[src/rtl/tdm_pkg.sv]
// Shared TDM definitions: FSM state encoding and the sync/parity slot constants
// common to the mux-side framer and the demux receiver.
package tdm_pkg;

    typedef enum logic {
        HUNT = 1'b0,
        RUN  = 1'b1
    } tdm_state_t;

    // Slot index that carries the frame-sync flag.
    localparam int unsigned TDM_SYNC_SLOT    = 0;
    // Extra trailing slots appended per frame when parity is enabled.
    localparam int unsigned TDM_PARITY_SLOTS = 1;
    // XOR of all data slots plus the parity slot for a good frame.
    localparam logic        TDM_PARITY_EVEN  = 1'b0;

endpackage

[src/rtl/tdm_demux.sv]
// TDM demultiplexer: rotates serial bits into per-channel lanes and presents each
// completed frame as a parallel word. Optional even-parity slot via TDM_DEMUX_PARITY_EN.
module tdm_demux
    import tdm_pkg::*;
#(
    parameter int N  = 8,
`ifdef TDM_DEMUX_PARITY_EN
    parameter int SW = $clog2(N + 1)
`else
    parameter int SW = $clog2(N)
`endif
) (
    input  logic          clk,
    input  logic          rst_n,
    input  logic          din,
    input  logic          din_valid,
    input  logic          sync,
    output logic [N-1:0]  dout,
    output logic          dout_valid,
    output logic [SW-1:0] sel,
    output logic          frame_err
`ifdef TDM_DEMUX_PARITY_EN
    ,
    output logic          parity_err
`endif
);

`ifdef TDM_DEMUX_PARITY_EN
    localparam int LAST = N + TDM_PARITY_SLOTS - 1;
`else
    localparam int LAST = N - 1;
`endif
    localparam logic [SW-1:0] LAST_IDX = SW'(LAST);
    localparam logic [SW-1:0] SYNC_IDX = SW'(TDM_SYNC_SLOT);

    tdm_state_t    r_state,     w_stateNext;
    logic [SW-1:0] r_cnt,       w_cntNext;
    logic [N-1:0]  r_shadow,    w_shadowNext;
    logic [N-1:0]  r_dout,      w_doutNext;
    logic          r_doutValid, w_doutValidNext;
    logic          r_frameErr,  w_frameErrNext;
    logic [N-1:0]  w_frame;
`ifdef TDM_DEMUX_PARITY_EN
    logic          r_parityErr, w_parityErrNext;
    logic          w_parityOk;
`endif

    always_ff @(posedge clk or negedge rst_n) begin
        if (!rst_n) begin
            r_state     <= HUNT;
            r_cnt       <= '0;
            r_shadow    <= '0;
            r_dout      <= '0;
            r_doutValid <= 1'b0;
            r_frameErr  <= 1'b0;
`ifdef TDM_DEMUX_PARITY_EN
            r_parityErr <= 1'b0;
`endif
        end else begin
            r_state     <= w_stateNext;
            r_cnt       <= w_cntNext;
            r_shadow    <= w_shadowNext;
            r_dout      <= w_doutNext;
            r_doutValid <= w_doutValidNext;
            r_frameErr  <= w_frameErrNext;
`ifdef TDM_DEMUX_PARITY_EN
            r_parityErr <= w_parityErrNext;
`endif
        end
    end

    // w_frame is the shadow register with the incoming bit dropped into its lane.
    always_comb begin
        w_stateNext     = r_state;
        w_cntNext       = r_cnt;
        w_shadowNext    = r_shadow;
        w_doutNext      = r_dout;
        w_doutValidNext = 1'b0;
        w_frameErrNext  = 1'b0;
`ifdef TDM_DEMUX_PARITY_EN
        w_parityErrNext = 1'b0;
        w_parityOk      = ((^r_shadow) ^ din) == TDM_PARITY_EVEN;
`endif
        w_frame = r_shadow;
        for (int k = 0; k < N; k++) begin
            if (r_cnt == SW'(k)) begin
                w_frame[k] = din;
            end
        end

        if (din_valid) begin
            case (r_state)
                HUNT: begin
                    if (sync) begin
                        w_shadowNext                = '0;
                        w_shadowNext[TDM_SYNC_SLOT] = din;
                        w_cntNext                   = SYNC_IDX + SW'(1);
                        w_stateNext                 = RUN;
                    end
                end
                RUN: begin
                    if (sync && (r_cnt != SYNC_IDX)) begin
                        w_frameErrNext              = 1'b1;
                        w_shadowNext                = '0;
                        w_shadowNext[TDM_SYNC_SLOT] = din;
                        w_cntNext                   = SYNC_IDX + SW'(1);
                    end else if (!sync && (r_cnt == SYNC_IDX)) begin
                        w_frameErrNext = 1'b1;
                        w_cntNext      = '0;
                        w_stateNext    = HUNT;
                    end else if (r_cnt == LAST_IDX) begin
                        w_cntNext = '0;
`ifdef TDM_DEMUX_PARITY_EN
                        if (w_parityOk) begin
                            w_doutNext      = r_shadow;
                            w_doutValidNext = 1'b1;
                        end else begin
                            w_parityErrNext = 1'b1;
                        end
`else
                        w_shadowNext    = w_frame;
                        w_doutNext      = w_frame;
                        w_doutValidNext = 1'b1;
`endif
                    end else begin
                        w_shadowNext = w_frame;
                        w_cntNext    = r_cnt + SW'(1);
                    end
                end
                default: begin
                    w_stateNext = HUNT;
                    w_cntNext   = '0;
                end
            endcase
        end
    end

    assign dout       = r_dout;
    assign dout_valid = r_doutValid;
    assign sel        = r_cnt;
    assign frame_err  = r_frameErr;
`ifdef TDM_DEMUX_PARITY_EN
    assign parity_err = r_parityErr;
`endif

endmodule

[config.mk]
export PLATFORM = sky130hd
export DESIGN_NAME = tdm_demux
export DESIGN_NICKNAME = d
export VERILOG_FILES = /design/src/rtl/tdm_pkg.sv /design/src/rtl/tdm_demux.sv
export SDC_FILE = /design/constraint.sdc
export NUM_CORES = 1
export LEC_CHECK = 0
export ABC_AREA = 1
export ABC_CLOCK_PERIOD_IN_PS = 3900
export CORE_MARGIN = 3
export CORE_UTILIZATION = 45
export CTS_CLUSTER_SIZE = 24
export DETAILED_ROUTE_END_ITERATION = 7
export PLACE_DENSITY = 0.69
export SYNTH_ARGS = -nofsm -noshare
export SYNTH_HDL_FRONTEND = slang
export SYNTH_SLANG_ARGS = --single-unit
[constraint.sdc]
create_clock -name clk -period 3.9 [get_ports clk]
set_clock_uncertainty 0.15 [all_clocks]
set_input_delay 0.78 -clock clk [delete_from_list [all_inputs] [get_ports clk]]
set_output_delay 0.78 -clock clk [all_outputs]
set_load 0.005 [all_outputs]
# Word-level counts from Yosys, hierarchy flattened
# Cells that the tools add are included.
# W data, S select, Z words.
[word_totals]
regBits = 22
input_bits = 5
word_cells = 57
[op_classes]
add_sub_neg = 1
n_eq_ne = 9
muxes = 30
bitwise = 3
n_reduce_logical = 8
[ops]
columns = ["cell", "count"]
rows = [
  ["$mux W8", 3],
  ["$mux W1", 20],
  ["$pmux W8 S2", 1],
  ["$eq A3 B3 Y1 const B", 4],
  ["$mux W3", 4],
  ["$eq A3 B2 Y1 const B", 2],
  ["$pmux W3 S2", 1],
  ["$reduce_and A5 Y1", 1],
  ["$add A3 B1 Y3 const B", 1],
  ["$eq A3 B1 Y1 const B", 1],
  ["$logic_not A3 Y1", 1],
  ["$ne A3 B3 Y1 const B", 1],
  ["$not A1 Y1", 3],
  ["$reduce_and A3 Y1", 1],
  ["$reduce_bool A3 Y1", 1],
  ["$logic_and A1 B1 Y1", 2],
  ["$ne A2 B2 Y1 const B", 1],
  ["$pmux W1 S2", 1],
  ["$reduce_and A2 Y1", 1],
  ["$logic_not A1 Y1", 1],
]

# Longest topological paths before layout
[depth]
ltp_word = 6
mapped_depth = 10

# Worst setup path before layout
# No wires, ideal clock.
[synth_timing]
kind = "flip-flop to flip-flop"
startpoint = "register r_cnt[0], in the netlist sel[0]"
endpoint = "register r_dout[1], in the netlist dout[1]"
setup_ps = 116
t_arrival_ps = 1481
required_ps = 3634
setup_slack_ps = 2152
stages_incl_launch_ff = 10
path_buffers = 0
period_less_slack_ps = 1748
cell_sequence = "dfrtp_1 inv_1 ha_1 nand2_1 inv_1 ha_1 nand3_4 clkinv_4 nand2_1 nand2_1"
[synth_via]
elab_chain_len = 4
elab_cells_between_ends = 10
cone_classes = "2 x eq/ne; 1 x mux; 2 x bitwise; 5 x reduce/logical"
[synth_lines]
columns = ["item", "line", "source"]
rows = [
  ["start: declaration", "tdm_demux.sv:37", "logic [SW-1:0] r_cnt, w_cntNext;"],
  ["start signal: assignment", "tdm_demux.sv:61", "r_cnt <= w_cntNext;"],
  ["$logic_not A3 Y1 or $reduce_bool A3 Y1 (tied branches)", "tdm_demux.sv:107, tdm_demux.sv:102", ""],
  ["$logic_and A1 B1 Y1 (on tied branches)", "tdm_demux.sv:107, tdm_demux.sv:102", ""],
  ["$not A1 Y1 (no source line)", "--", ""],
  ["$reduce_and A5 Y1 (no source line)", "--", ""],
  ["end signal: assignment", "tdm_demux.sv:63", "r_dout <= w_doutNext;"],
  ["end: declaration", "tdm_demux.sv:39", "logic [N-1:0] r_dout, w_doutNext;"],
]
# Several ways; a longest one is shown, not always the timed one.
# A chain may end at the register's enable or synchronous reset.

# Worst setup path in the final report
[layout_timing]
startpoint = "register r_cnt[2], in the netlist sel[2]"
endpoint = "output port sel[2]"
[layout_rtl]
columns = ["item", "line", "source"]
rows = [
  ["end: declaration", "tdm_demux.sv:20", "output logic [SW-1:0] sel,"],
]
# No word-level cell between the ends.

==> results.json <==
{
  "status": "finished, final reports clean",
  "die_w_um": 57.10,
  "drive_gt1_share_pct": 9.877,
  "clockBufferDepth": 2,
  "tns_ns": 0,
  "finalSetupViolCount": 0,
  "crit_path_end_kind": "primary output",
  "coreArea_um2": 2340,
  "dp_hpwl_um": 1765,
  "dr.pass1.iters": 4,
  "synth-edff-count": 0,
  "synth_common_cells": "62 x nand2_1, 22 x dfrtp_1, 14 x inv_1, 10 x ha_1, 6 x o21ai_0",
  "drt-vias-per-instance": 4.926,
  "synthFlopType": "dfrtp_1",
  "cp.depth": 1,
  "fin_crit_sh_pct": 59.10,
  "max_stage_delay_ns": 0.56,
  "crit_chain": "clkdlybuf4s50_1",
  "relSlewSlack_pct": 34.49,
  "grt_overflow": 0,
  "area.growth.synth_to_final_pct": 21.94,
  "yosysSeqAreaShare_pct": 46.86,
  "yosysWarningCount": 0,
  "hp-class": "flop to flop",
  "clock_latency_ns": 0.30,
  "min_to": "dout[0]$_DFFE_PN0P_",
  "postCtsHoldBufs": 0,
  "wirelength_um": 2327,
  "dpl_cell_area_um2": 1380,
  "reg2reg_from": "sel[0]$_DFFE_PN0P_",
  "grt.total_usage_pct": 15.78,
  "port_buffers": 17,
  "cp-start-kind": "flop",
  "pin_count": 18,
  "fin_crit_ns": 2.305,
  "hold_depth": 2,
  "die_area_um2": 3260,
  "met2_length_um": 993,
  "rsz0062_at_grt": "false",
  "rows": 17,
  "cts_made_buffers": 3,
  "finalInstanceArea_um2": 1433,
  "synth_seq_cells": 22,
  "rrSetupSlack_ns": 1.94,
  "finalNetCount": 178,
  "wl_per_cell_um": 12.25,
  "hold_viol": 0,
  "place.gp.congestion": 0.7685,
  "finalPower_mw": 0.8476,
  "crit_family": "buffers and inverters",
  "report.final.slew_viol_count": 0,
  "diodes": 0,
  "antenna_found_initial": 0,
  "async_flop_share_pct": 100.0,
  "yosysMostFrequentCell": "nand2_1",
  "post_cts_buffers": 0,
  "r2r-end": "r_shadow[7]$_DFFE_PN0P_",
  "grt_max_degree": 23,
  "critPathSlowestCell": "clkdlybuf4s50_1",
  "p_per_area_nw_per_um2": 591.6,
  "syn-instance-count": 141,
  "vias": 936,
  "vdd_ir_drop_max_v": 0.0004147,
  "stdcell_count": 190,
  "min_from": "dout[0]$_DFFE_PN0P_",
  "synth_cell_types": 20,
  "fmax_mhz": 433.8,
  "path_class": "flop to primary output",
  "htreeDepth": 1,
  "worst_slew_pin_slew_ns": 0.9796,
  "syn-num-nets": 156,
  "drt_iter0_markers": 22,
  "r2r_cells": 9,
  "cts.sinks": 22,
  "cts_tree": "built",
  "maxCapViolCount": 0,
  "antenna_left": 0,
  "grt_pass1_vias": 902,
  "cts_resized": 0,
  "clk_pin_slew_ns": 0.12,
  "drt-met1-wl_um": 1141,
  "die_h_um": 57.10,
  "worst_ep_required_time_ns": 2.97,
  "worst-path-buf-inv": 1,
  "wl_met3_um": 148,
  "cp.arrival_ns": 1.38,
  "start_util_pct": 50.21,
  "post_synth.cell_area_avg_um2": 8.332,
  "grt_first_pass_wirelength_um": 4008,
  "highest-signal-layer": "met4",
  "synth_top_area_share_pct": 46.86,
  "synth_area_leaders": "dfrtp_1 47%, nand2_1 20%, ha_1 11%",
  "clockRootBuffer": "clkbuf_4",
  "p_leak_nw": 0.7439,
  "route.detailed.drc": 0,
  "yosys.area.top_type": "dfrtp_1",
  "dp.cells": 186,
  "syn-cell-area_um2": 1175,
  "path_max_fanout": 7
}
==> kinds of logic (layout without fill, tap and decap cells) <==
group           after synthesis  after routing  synth area share [%]
flops                        22             22                 46.86
buf+inv                      19             40                 6.709
simple gates                 76             76                 28.65
fa+ha+maj                    10             10                 10.65
compound gates               14             14                 7.135
==> stage by stage <==
step	util (%)	setup WS (ns)	hold WS (ns)
detailed placement	58.98	1.556	0.3166
global route	61.23	1.550	0.3773
CTS	61.23	1.583	0.3486
floorplan	-	2.152	0.2992
finish	61.23	1.595	0.3452
global placement	58.98	1.584	0.3163
==> power breakdown <==
part | internal, mW | leakage (nW) | switching, mW | total (mW)
logic | 0.150 | 0.422 | 0.197 | 0.347
clock network | 0.104 | 0.0279 | 0.0698 | 0.174
registers | 0.280 | 0.294 | 0.0467 | 0.327
==> registers in the layout, summed over array words and instances, names as in the netlist <==
name,count
dout_valid,1
r_state,1
frame_err,1
sel,3
r_shadow,8
dout,8
==> how the worst max path moves through the flow <==
| stage | start | endpoint | slack (ns) |
|---|---|---|---|
| 5_1_grt | sel[2]$_DFFE_PN0P_ | sel[2] | 1.55 |
| 6_report | sel[2]$_DFFE_PN0P_ | sel[2] | 1.59 |
| 4_1_cts | sel[2]$_DFFE_PN0P_ | sel[2] | 1.58 |
| 3_3_place_gp | sync | dout[2]$_DFFE_PN0P_ | 1.58 |
| 2_1_floorplan | sel[0]$_DFFE_PN0P_ | dout[1]$_DFFE_PN0P_ | 2.15 |
| 3_5_place_dp | sync | dout[2]$_DFFE_PN0P_ | 1.56 |
==> routing by layer <==
layer  global-route usage [%]  vias to the layer above
met4                    6.954                        0
met5                        0                        -
met1                    22.99                      425
met3                    2.489                        4
li1                         -                      476
met2                    23.00                       31
==> layout make-up <==
class	count	area [um2]
Fill cell	223	907.1
Sequential cell	22	550.5
Multi-Input combinational cell	100	545.5
Timing Repair Buffer	17	170.2
Inverter	19	78.83
Tap cell	28	35.03
Clock inverter	1	30.03
Clock buffer	3	22.52
==> placed cells by master (no fill, tap or decap) <==
cell and instances:
nor2_1 4, a22o_1 1, nand2_4 3, o21ai_2 2, bufinv_16 1, clkinv_2 2
o22ai_1 2, o21ai_0 6, inv_2 1, clkinv_1 1, clkbuf_4 3, inv_1 14
nand2_1 62, nand3_1 4, a21oi_1 1, clkdlybuf4s50_1 17, o21ai_1 2, nand2_2 1
nor2_4 1, dfrtp_1 22, nand3_4 1, ha_1 10, clkinv_4 1
Note: power is estimated with default switching activity, not from simulation.
